--- src/rtl/sdram_arb_pkg.sv ---
// Shared types and constants for the SDRAM host-port arbiter.
// Address/data defaults mirror the SDRAM controller parameter header.
package sdram_arb_pkg;

    typedef enum logic [2:0] {
        ST_IDLE    = 3'd0,
        ST_ISSUE   = 3'd1,
        ST_WAIT    = 3'd2,
        ST_RELEASE = 3'd3,
        ST_GAP     = 3'd4
    } arb_state_e;

    localparam int ARB_ASIZE = 23;
    localparam int ARB_DSIZE = 16;
    localparam int WDOG_W    = 16;

endpackage

--- src/rtl/rr_picker.sv ---
// Combinational round-robin picker: first set request after last_winner wins.
module rr_picker #(
    parameter int N  = 4,
    parameter int IW = $clog2(N)
) (
    input  logic [N-1:0]  req,
    input  logic [IW-1:0] last_winner,
    output logic [N-1:0]  gnt,
    output logic [IW-1:0] idx
);

    int   p;
    logic found;

    always_comb begin
        gnt   = '0;
        idx   = '0;
        found = 1'b0;
        p     = 0;
        for (int off = 1; off <= N; off++) begin
            p = int'(last_winner) + off;
            if (p >= N) p = p - N;
            if (!found && req[p]) begin
                gnt[p] = 1'b1;
                idx    = IW'(p);
                found  = 1'b1;
            end
        end
    end

endmodule

--- src/rtl/sdram_host_arbiter.sv ---
// Serialises whole burst transactions from NUM_PORTS clients onto the single
// SDRAM controller host port, with level WR/RD, a forced idle gap and a watchdog.
module sdram_host_arbiter
    import sdram_arb_pkg::*;
#(
    parameter int NUM_PORTS  = 4,
    parameter int ASIZE      = ARB_ASIZE,
    parameter int DSIZE      = ARB_DSIZE,
    parameter int GAP_CYCLES = 2,
    parameter int TIMEOUT    = 1023
) (
    input  logic                       REF_CLK,
    input  logic                       RESET_N,
    input  logic [NUM_PORTS-1:0]       REQ,
    input  logic [NUM_PORTS-1:0]       REQ_WR,
    input  logic [NUM_PORTS*ASIZE-1:0] REQ_ADDR,
    input  logic [NUM_PORTS*8-1:0]     REQ_LEN,
    input  logic [NUM_PORTS*DSIZE-1:0] REQ_WDATA,
    output logic [NUM_PORTS-1:0]       GNT,
    output logic [NUM_PORTS-1:0]       ACK,
    output logic [NUM_PORTS-1:0]       ERR,
    output logic [NUM_PORTS-1:0]       PORT_IN_REQ,
    output logic [NUM_PORTS-1:0]       PORT_OUT_VALID,
    output logic                       BUSY,
    output logic [ASIZE-1:0]           ADDR,
    output logic [7:0]                 LENGTH,
    output logic                       WR,
    output logic                       RD,
    output logic [DSIZE-1:0]           DATAIN,
    input  logic                       DONE,
    input  logic                       IN_REQ,
    input  logic                       OUT_VALID
);

    localparam int IW = $clog2(NUM_PORTS);
    localparam logic [WDOG_W-1:0] WDOG_LIMIT = WDOG_W'(TIMEOUT);
    localparam logic [7:0]        GAP_LOAD   = 8'(GAP_CYCLES - 1);

    arb_state_e           state_q, state_d;
    logic [NUM_PORTS-1:0] gnt_q, gnt_d, ack_q, ack_d, err_q, err_d;
    logic [ASIZE-1:0]     addr_q, addr_d;
    logic [7:0]           len_q, len_d, gap_q, gap_d;
    logic                 dir_q, dir_d, wr_q, wr_d, rd_q, rd_d;
    logic [IW-1:0]        last_q, last_d;
    logic [WDOG_W-1:0]    wdog_q, wdog_d;

    logic [NUM_PORTS-1:0] pick_gnt;
    logic [IW-1:0]        pick_idx;
    logic [7:0]           pick_len;

    rr_picker #(.N(NUM_PORTS), .IW(IW)) u_picker (
        .req         (REQ),
        .last_winner (last_q),
        .gnt         (pick_gnt),
        .idx         (pick_idx)
    );

    assign pick_len = REQ_LEN[pick_idx*8 +: 8];

    always_comb begin
        state_d = state_q;
        gnt_d   = gnt_q;
        addr_d  = addr_q;
        len_d   = len_q;
        dir_d   = dir_q;
        last_d  = last_q;
        wr_d    = wr_q;
        rd_d    = rd_q;
        wdog_d  = wdog_q;
        gap_d   = gap_q;
        ack_d   = '0;
        err_d   = '0;
        case (state_q)
            ST_IDLE: if (|REQ) begin
                gnt_d   = pick_gnt;
                addr_d  = REQ_ADDR[pick_idx*ASIZE +: ASIZE];
                len_d   = (pick_len == 8'd0) ? 8'd1 : pick_len;
                dir_d   = REQ_WR[pick_idx];
                last_d  = pick_idx;
                state_d = ST_ISSUE;
            end
            ST_ISSUE: begin
                wr_d    = dir_q;
                rd_d    = ~dir_q;
                wdog_d  = '0;
                state_d = ST_WAIT;
            end
            ST_WAIT: begin
                // DONE is checked first so a completion on the timeout edge still ACKs
                if (DONE) begin
                    wr_d    = 1'b0;
                    rd_d    = 1'b0;
                    ack_d   = gnt_q;
                    gnt_d   = '0;
                    state_d = ST_RELEASE;
                end else if (wdog_q == WDOG_LIMIT) begin
                    wr_d    = 1'b0;
                    rd_d    = 1'b0;
                    err_d   = gnt_q;
                    gnt_d   = '0;
                    state_d = ST_RELEASE;
                end else begin
                    wdog_d  = wdog_q + WDOG_W'(1);
                end
            end
            ST_RELEASE: if (!DONE) begin
                gap_d   = GAP_LOAD;
                state_d = ST_GAP;
            end
            ST_GAP: begin
                if (gap_q == 8'd0) state_d = ST_IDLE;
                else               gap_d   = gap_q - 8'd1;
            end
            default: state_d = ST_IDLE;
        endcase
    end

    always_ff @(posedge REF_CLK or negedge RESET_N) begin
        if (!RESET_N) begin
            state_q <= ST_IDLE;
            gnt_q   <= '0;
            ack_q   <= '0;
            err_q   <= '0;
            addr_q  <= '0;
            len_q   <= '0;
            dir_q   <= 1'b0;
            last_q  <= IW'(NUM_PORTS - 1);
            wr_q    <= 1'b0;
            rd_q    <= 1'b0;
            wdog_q  <= '0;
            gap_q   <= '0;
        end else begin
            state_q <= state_d;
            gnt_q   <= gnt_d;
            ack_q   <= ack_d;
            err_q   <= err_d;
            addr_q  <= addr_d;
            len_q   <= len_d;
            dir_q   <= dir_d;
            last_q  <= last_d;
            wr_q    <= wr_d;
            rd_q    <= rd_d;
            wdog_q  <= wdog_d;
            gap_q   <= gap_d;
        end
    end

    always_comb begin
        DATAIN = '0;
        for (int i = 0; i < NUM_PORTS; i++)
            if (gnt_q[i]) DATAIN = DATAIN | REQ_WDATA[i*DSIZE +: DSIZE];
    end

    assign GNT            = gnt_q;
    assign ACK            = ack_q;
    assign ERR            = err_q;
    assign ADDR           = addr_q;
    assign LENGTH         = len_q;
    assign WR             = wr_q;
    assign RD             = rd_q;
    assign BUSY           = (state_q != ST_IDLE);
    assign PORT_IN_REQ    = gnt_q & {NUM_PORTS{IN_REQ}};
    assign PORT_OUT_VALID = gnt_q & {NUM_PORTS{OUT_VALID}};

endmodule

--- config.mk ---
export PLATFORM = sky130hd
export DESIGN_NAME = sdram_host_arbiter
export DESIGN_NICKNAME = d
export VERILOG_FILES = /design/src/rtl/sdram_arb_pkg.sv /design/src/rtl/rr_picker.sv /design/src/rtl/sdram_host_arbiter.sv
export SDC_FILE = /design/constraint.sdc
export NUM_CORES = 1
export LEC_CHECK = 0
export CAP_MARGIN = 10
export CORE_MARGIN = 4
export CORE_UTILIZATION = 36
export CTS_CLUSTER_SIZE = 10
export DETAILED_ROUTE_END_ITERATION = 12
export PLACE_DENSITY_LB_ADDON = 0.3
export SLEW_MARGIN = 20
export SYNTH_ARGS = -nofsm -noshare
export SYNTH_HDL_FRONTEND = slang
export SYNTH_SLANG_ARGS = --single-unit
--- constraint.sdc ---
create_clock -name REF_CLK -period 4.46 [get_ports REF_CLK]
set_input_delay 1.338 -clock REF_CLK [delete_from_list [all_inputs] [get_ports REF_CLK]]
set_output_delay 1.338 -clock REF_CLK [all_outputs]
set_load 0.03 [all_outputs]
==> impl_table.tex, run 1 <==
\begin{tabular}{lr}
\hline
Metric & Value \\
\hline
\multicolumn{2}{l}{\textbf{Run status}} \\
Outcome & complete, no violations \\
\multicolumn{2}{l}{\textbf{Setup path}} \\
R2R depth & 9 \\
Data required time at the worst endpoint & 4730 ps \\
Type of element capturing the critical path & register \\
Startpoint Class & primary input \\
Arrival @ worst endpoint & 4390 ps \\
Crit Path Category & primary input to register \\
Crit-path max FO & 9 \\
\multicolumn{2}{l}{\textbf{Logic synthesis}} \\
Yosys warnings & 0 \\
Number of flops mapped to enable cells by yosys & 0 \\
Synthesized area & 4982 um2 \\
Largest area contributor in the synthesized netlist & sky130\_fd\_sc\_hd\_\_dfrtp\_1 \\
Fraction of post-synthesis cell area in the top cell type by area & 36.66\% \\
Number of flip-flops and latches in the synthesized netlist & 75 \\
Leading register cell type out of synthesis & sky130\_fd\_sc\_hd\_\_dfrtp\_1 \\
Cells taking the most area after synthesis & sky130\_fd\_sc\_hd\_\_dfrtp\_1 37\%, sky130\_fd\_sc\_hd\_\_mux2i\_1 7.0\%, sky130\_fd\_sc\_hd\_\_mux2\_2 6.8\% \\
Sequential share of the synthesized area & 37.72\% \\
Syn\_nets & 778 \\
Post-synthesis instance total & 567 \\
Synthesized area per cell & 8.787 um2 \\
Distinct cells, synth & 48 \\
Post-synthesis async set-or-reset flop share & 100.0\% \\
\multicolumn{2}{l}{\textbf{Worst hold path}} \\
Hold WC Path Type & register to register \\
Count of cells along the worst hold path & 2 \\
\multicolumn{2}{l}{\textbf{CTS}} \\
Number of hold-repair buffers added at the cts stage & 0 \\
Clock sink count & 75 \\
Post-CTS setup buffers & 0 \\
Clock insertion delay at the later pin of the skew report & 350 ps \\
Buffer cell driving the clock tree root & sky130\_fd\_sc\_hd\_\_clkbuf\_16 \\
TritonCTS clock tree & done \\
Clock-pin slew reported for the worst setup and hold paths after clock tree synthesis & 60 ps \\
Total CTS buffers & 9 \\
Number of gates given a new drive strength after cts & 0 \\
H-Tree Depth & 3 \\
Number of buffers on the longest clock path & 2 \\
\multicolumn{2}{l}{\textbf{Placed design}} \\
Count of port buffers added during placement & 270 \\
Final GP Congestion & 0.9358 \\
DP Wirelength & 13570 um \\
Placement Cell Area & 7888 um2 \\
Cell Count Post-Placement & 987 \\
\multicolumn{2}{l}{\textbf{Detailed routing}} \\
Uppermost layer routed & met4 \\
Vias after detailed routing & 5250 \\
Detailed route wirelength on metal2 & 8804 um \\
Number of vias per cell & 5.234 \\
Wire length after detailed routing & 17260 um \\
Wire length on met3 & 1531 um \\
Average wire per standard cell & 17.21 um \\
Drc violations & 0 \\
Number of nets still failing antenna checks after routing & 0 \\
Drt first-iter violations & 196 \\
Pre-Repair DR Iteration Count & 5 \\
Wire length the detailed router placed on met1 & 6514 um \\
\multicolumn{2}{l}{\textbf{Cells and area}} \\
Final std cells w/o fill & 1003 \\
Final cell area excluding filler cells & 8189 um2 \\
Share of cells above drive strength 1 & 8.827\% \\
Area overhead of the layout relative to synthesis & 64.36\% \\
Fin util & 61.11\% \\
Count of nets after finishing & 1033 \\
Number of inserted diodes & 0 \\
\multicolumn{2}{l}{\textbf{Power and ir drop}} \\
Share of power burned in combinational logic & 66.9\% \\
Internal power component & 3.162 mW \\
Total power & 5.883 mW \\
Clock network fraction of design power & 12.6\% \\
Worst supply voltage drop on vdd & 0.5108 mV \\
Power Density & 718.4 nW/um2 \\
LEAKAGE & 3.450 nW \\
Proportion of power drawn by flip-flops and latches & 20.5\% \\
Net switching component of the power & 2.721 mW \\
Net switching share of the total power & 46.25\% \\
\multicolumn{2}{l}{\textbf{STA}} \\
Fmax achieved & 243.1 MHz \\
Unrepaired setup endpoints after global routing & false \\
Worst Max-Slew Pin Slew & 959.5 ps \\
Period utilization & 92.25\% \\
Max-slew violations & 0 \\
Final critical path time including I/O delays and setup & 4114 ps \\
Worst-case headroom to the max-slew limit & 36.03\% \\
Final setup violation count & 0 \\
Setup skew after layout & 10.38 ps \\
Hold Violations, Final & 0 \\
Setup TNS Final & 0 ps \\
\multicolumn{2}{l}{\textbf{Floorplan}} \\
Std-Cell Core Area & 13400 um2 \\
Floorplan die area & 15790 um2 \\
Number of top-level design ports & 271 \\
Chip width & 125.6 um \\
Core Rows & 42 \\
Chip Height & 125.6 um \\
Effective utilization at floorplan & 37.18\% \\
\multicolumn{2}{l}{\textbf{Global route}} \\
First-pass GRT wire length & 27320 um \\
All-Layer GR Usage & 21.18\% \\
Via count of the first global-routing pass & 5509 \\
Pin count of the biggest net entering global routing & 76 \\
Number of antenna violations at the first check in global routing & 0 \\
Overflow after GRT & 0 \\
\multicolumn{2}{l}{\textbf{Flow run}} \\
Number of max-cap violations & 0 \\
\hline
\end{tabular}
[layer usage]
layer  up-vias  track usage [%]
li1       2539                -
met1      2459            22.89
met2       230            38.96
met3        22            6.647
met4         0            7.334
met5         -                0
[cells in the mapped netlist (3+ instances only)]
master and instances:
sky130_fd_sc_hd__o21ai_0 46, sky130_fd_sc_hd__a21oi_1 36, sky130_fd_sc_hd__inv_1 9, sky130_fd_sc_hd__mux2_2 30, sky130_fd_sc_hd__and3_1 7, sky130_fd_sc_hd__o21ai_1 9
sky130_fd_sc_hd__nor2_1 59, sky130_fd_sc_hd__ha_1 10, sky130_fd_sc_hd__nand3_1 8, sky130_fd_sc_hd__nor2b_1 6, sky130_fd_sc_hd__clkbuf_1 30, sky130_fd_sc_hd__nand4_1 7
sky130_fd_sc_hd__nor3_1 8, sky130_fd_sc_hd__a211oi_1 3, sky130_fd_sc_hd__dfrtp_1 73, sky130_fd_sc_hd__a221oi_1 7, sky130_fd_sc_hd__mux4_2 6, sky130_fd_sc_hd__buf_6 3
sky130_fd_sc_hd__buf_1 5, sky130_fd_sc_hd__mux2i_1 35, sky130_fd_sc_hd__nand2_1 76, sky130_fd_sc_hd__nor4_1 6, sky130_fd_sc_hd__and2_1 13, sky130_fd_sc_hd__xor2_1 9
sky130_fd_sc_hd__a22oi_1 36
[registers in the layout, summed over array words and instances (netlist names), 2 cells and up]
name / count
gap_q: 8
wdog_q: 16
ACK: 4
state_q: 3
GNT: 4
LENGTH: 8
last_q: 2
ERR: 4
ADDR: 23
[worst max-delay path: stages]
cell and delay, ps:
sky130_fd_sc_hd__clkdlybuf4s50_1 530, sky130_fd_sc_hd__mux4_2 520, sky130_fd_sc_hd__or2_4 280, sky130_fd_sc_hd__a2111oi_4 380, sky130_fd_sc_hd__o31ai_4 200, sky130_fd_sc_hd__mux4_2 470, sky130_fd_sc_hd__or4b_1 520, sky130_fd_sc_hd__a21oi_1 130
[path summary, 6_finish.rpt]
| path | slack [ps] | from | to |
|---|---|---|---|
| min reg2reg | 480 | LENGTH[2]$_DFFE_PN0P_ | LENGTH[2]$_DFFE_PN0P_ |
| min | 480 | LENGTH[2]$_DFFE_PN0P_ | LENGTH[2]$_DFFE_PN0P_ |
| max | 350 | REQ[1] | LENGTH[0]$_DFFE_PN0P_ |
| min in group asynchronous | 1130 | RESET_N | ACK[1]$_DFF_PN0_ |
| max reg2reg | 550 | last_q[0]$_DFFE_PN1P_ | LENGTH[0]$_DFFE_PN0P_ |
| max in group asynchronous | 2680 | RESET_N | wdog_q[5]$_DFFE_PN0P_ |
[layout by cell type (no fill, tap or decap), drive strengths merged, types with 2 or more instances in the layout]
cell           count
nand2b             2
dfrtp             73
ha                10
xor2               9
and2              14
mux2i             35
nor2b              6
buf               15
clkinv             2
nor3b              2
nand4              7
clkbuf            10
clkdlybuf4s50    269
nand2             76
mux4               6
nand3b             2
nor2              59
xnor2              2
nand3              8
a211oi             3
dfstp              2
or3                2
a22oi             36
o21ai             55
a221oi             7
nor3               8
nor4               6
mux2              32
a21oi             36
inv               11
and3               7
[cells by family (layout without fill, tap and decap cells)]
logic type      Yosys count  in the layout  synth area share, %
simple gates            203            203                18.61
compound gates          146            146                18.06
flops                    75             75                37.72
mux                      73             73                16.98
buf+inv                  49            309                4.194
xor+xnor                 11             11                1.934
fa+ha+maj                10             10                2.511
[metrics by stage]
stage	hold slack [ps]	setup slack [ps]
floorplan	458.4	282.3
global placement	462.9	80.38
detailed placement	472.5	23.07
CTS	486.4	371.7
global route	493.2	205.5
finish	484.0	345.8
[power by group through the flow]
stage	Clock [mW]	Combinational (mW)	Sequential, mW
global placement	0	3.85	1.20
global route	0.785	4.26	1.25
finish	0.739	3.94	1.21
CTS	0.760	3.97	1.21
floorplan	0	2.46	1.35
detailed placement	0	3.96	1.22
[area by class of cell]
| cell class | count | area, um2 |
|---|---|---|
| fill | 1098 | 5211 |
| inverter | 9 | 33.78 |
| clock inverter | 6 | 72.57 |
| clock buffer | 10 | 229.0 |
| sequential | 75 | 1879 |
| timing repair buffer | 284 | 2843 |
| multi-input combinational | 443 | 2912 |
| tap | 176 | 220.2 |
Power figures use the tool's default switching activity.
==> inputs of run 2 (changes only) <==
- CORE_UTILIZATION: 36 -> 35
- SYNTH_HIERARCHICAL: not set -> 1
- clock period: 4.46 -> 5.1 ns (I/O delays scaled with it)
==> impl_table.tex, run 2 <==
\begin{tabular}{lr}
\hline
Metric & Value \\
\hline
\multicolumn{2}{l}{\textbf{Logic synthesis}} \\
Largest area contributor in the synthesized netlist & sky130\_fd\_sc\_hd\_\_dfrtp\_1 \\
Post-synthesis async set-or-reset flop share & 100.0\% (unchanged) \\
Fraction of post-synthesis cell area in the top cell type by area & 36.40\% (-0.27 points) \\
Most frequent cell after synthesis & sky130\_fd\_sc\_hd\_\_dfrtp\_1 \\
Synthesized area & 5019 um2 (+0.73\%) \\
Number of flip-flops and latches in the synthesized netlist & 75 (unchanged) \\
Cells taking the most area after synthesis & sky130\_fd\_sc\_hd\_\_dfrtp\_1 36\%, sky130\_fd\_sc\_hd\_\_mux4\_2 15\%, sky130\_fd\_sc\_hd\_\_mux2\_2 7.4\% \\
Sequential share of the synthesized area & 37.45\% (-0.27 points) \\
Syn\_nets & 668 (-14\%) \\
Number of flops mapped to enable cells by yosys & 0 (unchanged) \\
Distinct cells, synth & 64 (+33\%) \\
Leading post-synthesis cells by instance count & 73 x sky130\_fd\_sc\_hd\_\_dfrtp\_1, 36 x sky130\_fd\_sc\_hd\_\_a22oi\_1, 36 x sky130\_fd\_sc\_hd\_\_nand2\_1 \\
Yosys warnings & 6 (+6) \\
Synthesized area per cell & 11.01 um2 (+25\%) \\
Post-synthesis instance total & 456 (-20\%) \\
Leading register cell type out of synthesis & sky130\_fd\_sc\_hd\_\_dfrtp\_1 \\
\multicolumn{2}{l}{\textbf{STA}} \\
Final setup violation count & 0 (unchanged) \\
Hold Violations, Final & 0 (unchanged) \\
Fmax achieved & 224.6 MHz \\
Worst-case headroom to the max-slew limit & 36.48\% (+0.45 points) \\
Max-slew violations & 0 (unchanged) \\
Worst Max-Slew Pin Slew & 952.8 ps (-6.706 ps) \\
Period utilization & 87.32\% \\
Unrepaired setup endpoints after global routing & false \\
Final critical path time including I/O delays and setup & 4453 ps \\
Setup ws final & 646.7 ps (+300.8 ps) \\
Setup TNS Final & 0 ps (unchanged) \\
Setup skew after layout & 4.939 ps (-5.441 ps) \\
\multicolumn{2}{l}{\textbf{Power and ir drop}} \\
Net switching component of the power & 1.811 mW (-33\%) \\
Share of power burned in combinational logic & 60.7\% (-6.2 points) \\
Clock network fraction of design power & 15.1\% (+2.5 points) \\
Net switching share of the total power & 41.10\% (-5.2 points) \\
Power Density & 540.8 nW/um2 (-25\%) \\
LEAKAGE & 3.184 nW (-7.7\%) \\
Worst supply voltage drop on vdd & 0.3788 mV (-26\%) \\
Proportion of power drawn by flip-flops and latches & 24.2\% (+3.7 points) \\
Internal power component & 2.596 mW (-18\%) \\
\multicolumn{2}{l}{\textbf{Placed design}} \\
DP Worst Slack & 415.2 ps (+392.1 ps) \\
Final GP Congestion & 0.8276 (-12\%) \\
Cell Count Post-Placement & 881 (-11\%) \\
DP Wirelength & 13440 um (-0.96\%) \\
Count of port buffers added during placement & 270 (unchanged) \\
\multicolumn{2}{l}{\textbf{CTS}} \\
Number of gates given a new drive strength after cts & 0 (unchanged) \\
Buffer cell driving the clock tree root & sky130\_fd\_sc\_hd\_\_clkbuf\_16 \\
Total CTS buffers & 9 (unchanged) \\
H-Tree Depth & 3 (unchanged) \\
Post-CTS setup buffers & 0 (unchanged) \\
Clock insertion delay at the later pin of the skew report & 340 ps (about the same) \\
Number of buffers on the longest clock path & 2 (unchanged) \\
Clock-pin slew reported for the worst setup and hold paths after clock tree synthesis & 60 ps (about the same) \\
Clock sink count & 75 (unchanged) \\
TritonCTS clock tree & done \\
Number of hold-repair buffers added at the cts stage & 0 (unchanged) \\
\multicolumn{2}{l}{\textbf{Detailed routing}} \\
Drc violations & 0 (unchanged) \\
Average wire per standard cell & 19.14 um (+11\%) \\
Drt first-iter violations & 412 (+110\%) \\
Pre-Repair DR Iteration Count & 5 (unchanged) \\
Number of nets still failing antenna checks after routing & 0 (unchanged) \\
Vias after detailed routing & 4869 (-7.3\%) \\
Wire length after detailed routing & 17150 um (-0.63\%) \\
Number of vias per cell & 5.434 (+3.8\%) \\
\multicolumn{2}{l}{\textbf{Setup path}} \\
End of the worst register-to-register path & LENGTH[0]\$\_DFFE\_PN0P\_ \\
Origin of the critical flop-to-flop path & last\_q[0]\$\_DFFE\_PN1P\_ \\
Type of element capturing the critical path & output port \\
R2R depth & 9 (unchanged) \\
Capture point of the critical path & DATAIN[4] \\
Startpoint Class & primary input \\
Crit-path max FO & 1 (-8) \\
Startpoint of the most critical setup path & REQ\_WDATA[36] \\
Crit Path Category & primary input to output port \\
Data required time at the worst endpoint & 3570 ps (-1160 ps) \\
Arrival @ worst endpoint & 2920 ps (-1470 ps) \\
Flop-to-flop setup slack & 1120 ps (+570 ps) \\
\multicolumn{2}{l}{\textbf{Flow run}} \\
Number of max-cap violations & 0 (unchanged) \\
\multicolumn{2}{l}{\textbf{Cells and area}} \\
Share of cells above drive strength 1 & 14.25\% (+5.4 points) \\
Area overhead of the layout relative to synthesis & 62.38\% \\
Most used cells in the layout excluding fill and tap cells & 269 x sky130\_fd\_sc\_hd\_\_clkdlybuf4s50\_1, 73 x sky130\_fd\_sc\_hd\_\_dfrtp\_1, 36 x sky130\_fd\_sc\_hd\_\_nand2\_1, 36 x sky130\_fd\_sc\_hd\_\_a22oi\_1, 34 x sky130\_fd\_sc\_hd\_\_mux4\_2 \\
Final std cells w/o fill & 896 (-11\%) \\
Largest register FFs & 23 (unchanged) \\
Most frequent standard cell in the layout excluding fill and tap cells & sky130\_fd\_sc\_hd\_\_clkdlybuf4s50\_1 \\
Count of nets after finishing & 924 (-11\%) \\
Number of inserted diodes & 0 (unchanged) \\
\multicolumn{2}{l}{\textbf{Floorplan}} \\
Effective utilization at floorplan & 35.88\% (-1.3 points) \\
Floorplan die area & 16320 um2 (+3.4\%) \\
Core Rows & 43 (+2.4\%) \\
Chip width & 127.7 um (+1.7\%) \\
Chip Height & 127.7 um (+1.7\%) \\
Number of top-level design ports & 271 (unchanged) \\
Std-Cell Core Area & 13990 um2 (+4.4\%) \\
\multicolumn{2}{l}{\textbf{Global route}} \\
All-Layer GR Usage & 20.62\% (-0.56 points) \\
Via count of the first global-routing pass & 5181 (-6.0\%) \\
Overflow after GRT & 0 (unchanged) \\
First-pass GRT wire length & 26910 um (-1.5\%) \\
Pin count of the biggest net entering global routing & 76 (unchanged) \\
Number of antenna violations at the first check in global routing & 0 (unchanged) \\
\multicolumn{2}{l}{\textbf{Run status}} \\
Outcome & complete, no violations \\
\multicolumn{2}{l}{\textbf{Worst hold path}} \\
Hold WC Path Type & register to register \\
\hline
\end{tabular}
==> run 2: logic make-up (layout without fill, tap and decap cells) <==
logic type / after synthesis / in the layout / synth area share (%)
adders and majority gates: 11 / 11 / 2.742
and+or+nand+nor: 139 / 139 / 15.41
xor gates and xnor gates: 2 / 2 / 0.3491
muxes: 72 / 72 / 23.66
buffers and inverters: 48 / 308 / 4.413
DFF: 75 / 75 / 37.45
AOI/OAI and AO/OA: 109 / 109 / 15.98
==> run 2: worst max-delay path, cell delays in order <==
cell and delay (ps):
sky130_fd_sc_hd__clkdlybuf4s50_1 510, sky130_fd_sc_hd__a22oi_1 100, sky130_fd_sc_hd__nand2_1 120, sky130_fd_sc_hd__clkdlybuf4s50_1 670
==> run 2: final cells by class <==
class | count | area, um2
Inverter | 16 | 60.06
Tap cell | 180 | 225.2
Multi-Input combinational cell | 333 | 2919
Sequential cell | 75 | 1879
Fill cell | 1205 | 5839
Clock buffer | 12 | 266.5
Timing Repair Buffer | 277 | 2753
Clock inverter | 3 | 46.29
==> run 2: per-layer routing <==
| metal | vias to the layer above | track usage, % | routed length (um) | part of all wire, % |
|---|---|---|---|---|
| met4 | 0 | 5.743 | 318 | 1.9 |
| met1 | 2368 | 23.62 | 6392 | 37 |
| met2 | 189 | 36.78 | 9151 | 53 |
| met5 | - | 0 | 0 | 0 |
| li1 | 2289 | - | - | - |
| met3 | 23 | 6.792 | 1285 | 7.5 |
==> run 2: worst min-delay path by stage <==
stage	from	to	slack [ps]	cells after the start
6_report	gap_q[4]$_DFFE_PN0P_	gap_q[4]$_DFFE_PN0P_	500	1
5_1_grt	ADDR[15]$_DFFE_PN0P_	ADDR[15]$_DFFE_PN0P_	510	1
4_1_cts	dir_q$_DFFE_PN0P_	RD$_DFFE_PN0P_	500	1
3_5_place_dp	gap_q[0]$_DFFE_PN0P_	gap_q[0]$_DFFE_PN0P_	490	1
3_3_place_gp	gap_q[0]$_DFFE_PN0P_	gap_q[0]$_DFFE_PN0P_	480	1
2_1_floorplan	dir_q$_DFFE_PN0P_	RD$_DFFE_PN0P_	460	1
==> run 2: power groups by stage <==
| stage | Combinational, mW | Clock [mW] | Sequential (mW) |
|---|---|---|---|
| floorplan | 1.64 | 0 | 1.25 |
| global placement | 2.63 | 0 | 1.06 |
| detailed placement | 2.69 | 0 | 1.07 |
| CTS | 2.70 | 0.677 | 1.06 |
| global route | 2.88 | 0.710 | 1.10 |
| finish | 2.68 | 0.664 | 1.07 |
==> run 2: per-stage QoR <==
step | utilization [%] | instance area [um2] | hold WS, ps | power, mW
after floorplan | - | 5019 | 458.8 | 2.884
after global placement | 56.02 | 7836 | 476.3 | 3.685
after detailed placement | 56.02 | 7836 | 491.3 | 3.754
after CTS | 58.26 | 8149 | 502.1 | 4.439
after global routing | 58.26 | 8149 | 512.2 | 4.694
final | 58.26 | 8149 | 503.3 | 4.407
==> inputs of run 3 (changes only) <==
- CORE_MARGIN: 4 -> 2
- CORE_UTILIZATION: 35 -> 43
==> impl_table.tex, run 3 (same netlist as run 2, synthesis figures left out) <==
\begin{tabular}{lr}
\hline
Metric & Value \\
\hline
\multicolumn{2}{l}{\textbf{Detailed routing}} \\
Average wire per standard cell & 19.04 um (-0.52\%) \\
Number of nets still failing antenna checks after routing & 0 (unchanged) \\
Number of vias per cell & 5.802 (+6.8\%) \\
Wire length after detailed routing & 16370 um (-4.5\%) \\
Wire length the detailed router placed on met1 & 6138 um (-4.0\%) \\
Uppermost layer routed & met4 \\
Pre-Repair DR Iteration Count & 5 (unchanged) \\
Detailed route wirelength on metal2 & 8545 um (-6.6\%) \\
Vias after detailed routing & 4990 (+2.5\%) \\
Drc violations & 0 (unchanged) \\
Drt first-iter violations & 359 (-13\%) \\
Wire length on met3 & 1251 um (-2.6\%) \\
\multicolumn{2}{l}{\textbf{STA}} \\
Period utilization & 87.55\% (+0.23 points) \\
Max-slew violations & 0 (unchanged) \\
Worst Max-Slew Pin Slew & 951.3 ps (-1.555 ps) \\
Hold Violations, Final & 0 (unchanged) \\
Fmax achieved & 224.0 MHz (-0.27\%) \\
Unrepaired setup endpoints after global routing & false \\
Final critical path time including I/O delays and setup & 4465 ps (+11.89 ps) \\
Final setup violation count & 0 (unchanged) \\
Setup skew after layout & 10.46 ps (+5.517 ps) \\
Worst-case headroom to the max-slew limit & 36.35\% (-0.13 points) \\
Setup ws final & 634.8 ps (-11.89 ps) \\
Setup TNS Final & 0 ps (unchanged) \\
\multicolumn{2}{l}{\textbf{Cells and area}} \\
Multi-input combinational cell area & 2919 um2 (unchanged) \\
Count of nets after finishing & 924 (unchanged) \\
Area overhead of the layout relative to synthesis & 61.01\% \\
Largest register FFs & 23 (unchanged) \\
Most used cells in the layout excluding fill and tap cells & 269 x sky130\_fd\_sc\_hd\_\_clkdlybuf4s50\_1, 73 x sky130\_fd\_sc\_hd\_\_dfrtp\_1, 36 x sky130\_fd\_sc\_hd\_\_nand2\_1, 36 x sky130\_fd\_sc\_hd\_\_a22oi\_1, 34 x sky130\_fd\_sc\_hd\_\_mux4\_2 \\
Filler instances & 847 (-30\%) \\
Share of cells above drive strength 1 & 14.37\% (+0.12 points) \\
Most frequent standard cell in the layout excluding fill and tap cells & sky130\_fd\_sc\_hd\_\_clkdlybuf4s50\_1 \\
Sequential cell area & 1879 um2 (unchanged) \\
Number of inserted diodes & 0 (unchanged) \\
\multicolumn{2}{l}{\textbf{CTS}} \\
Post-CTS setup buffers & 0 (unchanged) \\
Clock-pin slew reported for the worst setup and hold paths after clock tree synthesis & 60 ps (about the same) \\
Buffer cell driving the clock tree root & sky130\_fd\_sc\_hd\_\_clkbuf\_16 \\
Total CTS buffers & 9 (unchanged) \\
Number of buffers on the longest clock path & 2 (unchanged) \\
H-Tree Depth & 3 (unchanged) \\
Clock insertion delay at the later pin of the skew report & 340 ps (about the same) \\
Number of hold-repair buffers added at the cts stage & 0 (unchanged) \\
TritonCTS clock tree & done \\
Number of gates given a new drive strength after cts & 0 (unchanged) \\
Clock sink count & 75 (unchanged) \\
\multicolumn{2}{l}{\textbf{Worst hold path}} \\
Hold WC Path Type & register to register \\
Origin of the worst min-delay path & dir\_q\$\_DFFE\_PN0P\_ \\
\multicolumn{2}{l}{\textbf{Floorplan}} \\
Chip width & 112.0 um (-12\%) \\
Effective utilization at floorplan & 43.95\% (+8.1 points) \\
Floorplan die area & 12550 um2 (-23\%) \\
Chip Height & 112.0 um (-12\%) \\
Core Rows & 39 (-9.3\%) \\
Number of top-level design ports & 271 (unchanged) \\
Std-Cell Core Area & 11420 um2 (-18\%) \\
\multicolumn{2}{l}{\textbf{Setup path}} \\
Startpoint of the most critical setup path & REQ[1] \\
Crit Path Category & primary input to register \\
Origin of the critical flop-to-flop path & last\_q[0]\$\_DFFE\_PN1P\_ \\
Arrival @ worst endpoint & 4720 ps (+1800 ps) \\
Startpoint Class & primary input \\
Crit-path max FO & 12 (+11) \\
Data required time at the worst endpoint & 5360 ps (+1790 ps) \\
Type of element capturing the critical path & register \\
\multicolumn{2}{l}{\textbf{Run status}} \\
Outcome & complete, no violations \\
\multicolumn{2}{l}{\textbf{Global route}} \\
First-pass GRT wire length & 26280 um (-2.4\%) \\
Pin count of the biggest net entering global routing & 76 (unchanged) \\
Number of antenna violations at the first check in global routing & 0 (unchanged) \\
All-Layer GR Usage & 25.97\% (+5.3 points) \\
Overflow after GRT & 0 (unchanged) \\
Via count of the first global-routing pass & 5314 (+2.6\%) \\
\multicolumn{2}{l}{\textbf{Placed design}} \\
DP Worst Slack & 376.6 ps (-38.54 ps) \\
Count of port buffers added during placement & 270 (unchanged) \\
Final GP Congestion & 0.8884 (+7.3\%) \\
DP Wirelength & 12490 um (-7.1\%) \\
\multicolumn{2}{l}{\textbf{Flow run}} \\
Number of max-cap violations & 0 (unchanged) \\
\multicolumn{2}{l}{\textbf{Power and ir drop}} \\
Power Density & 540.8 nW/um2 (about the same) \\
Worst supply voltage drop on vdd & 0.3093 mV (-18\%) \\
LEAKAGE & 3.171 nW (-0.41\%) \\
\hline
\end{tabular}
## run 3: cell types whose count changed in the layout (fill, tap and decap cells not counted), sizes merged
cell      change
bufinv        -1
clkinv        +2
clkbuf        -1
clkinvlp      +1
## run 3: worst max-delay path: stages
cell                              delay [ps]
sky130_fd_sc_hd__clkdlybuf4s50_1         590
sky130_fd_sc_hd__mux4_2                  660
sky130_fd_sc_hd__and2b_2                 280
sky130_fd_sc_hd__o31a_2                  400
sky130_fd_sc_hd__mux4_2                  580
sky130_fd_sc_hd__nor4_1                  380
sky130_fd_sc_hd__a211oi_1                130
sky130_fd_sc_hd__a21oi_1                 150
## run 3: per-stage QoR
step	hold WS (ps)	instances	area [um2]	utilization [%]	power [mW]
2_1_floorplan	458.8	456	5019	-	2.884
3_3_place_gp	476.1	844	7790	68.22	3.669
3_5_place_dp	494.4	844	7790	68.22	3.764
4_1_cts	505.0	860	8080	70.76	4.399
5_1_grt	522.0	860	8080	70.76	4.654
6_report	500.9	860	8080	70.76	4.370
## run 3: path summary, 6_finish.rpt
kind                                          to  slack [ps]  cells past startpoint
max reg2reg                LENGTH[0]$_DFFE_PN0P_        1010                      9
max                        LENGTH[0]$_DFFE_PN0P_         630                      8
min                               RD$_DFFE_PN0P_         500                      1
min in group asynchronous      dir_q$_DFFE_PN0P_        1310                      1
max in group asynchronous    ADDR[8]$_DFFE_PN0P_        3130                      1
min reg2reg                       RD$_DFFE_PN0P_         500                      1
## run 3: cell type report
type / instances / share of cell area [%]
inverters: 16 / 0.7433
clock inverters: 5 / 0.4645
flip-flops and latches: 75 / 23.26
clock buffers: 11 / 3.128
multi-input cells: 333 / 36.13
repair buffers: 277 / 34.07
well taps: 143 / 2.214
## run 3: report_power, final
part           internal, mW  total (mW)  switching (mW)
combinational          1.36        2.69            1.34
sequential            0.824        1.07           0.242
clock                 0.357       0.612           0.256
## run 3: metal layers
metal  global-route usage [%]  vias up
met4                    8.943        0
met5                        0        -
met3                    7.775       33
met1                    30.50     2446
li1                         -     2293
met2                    45.58      218
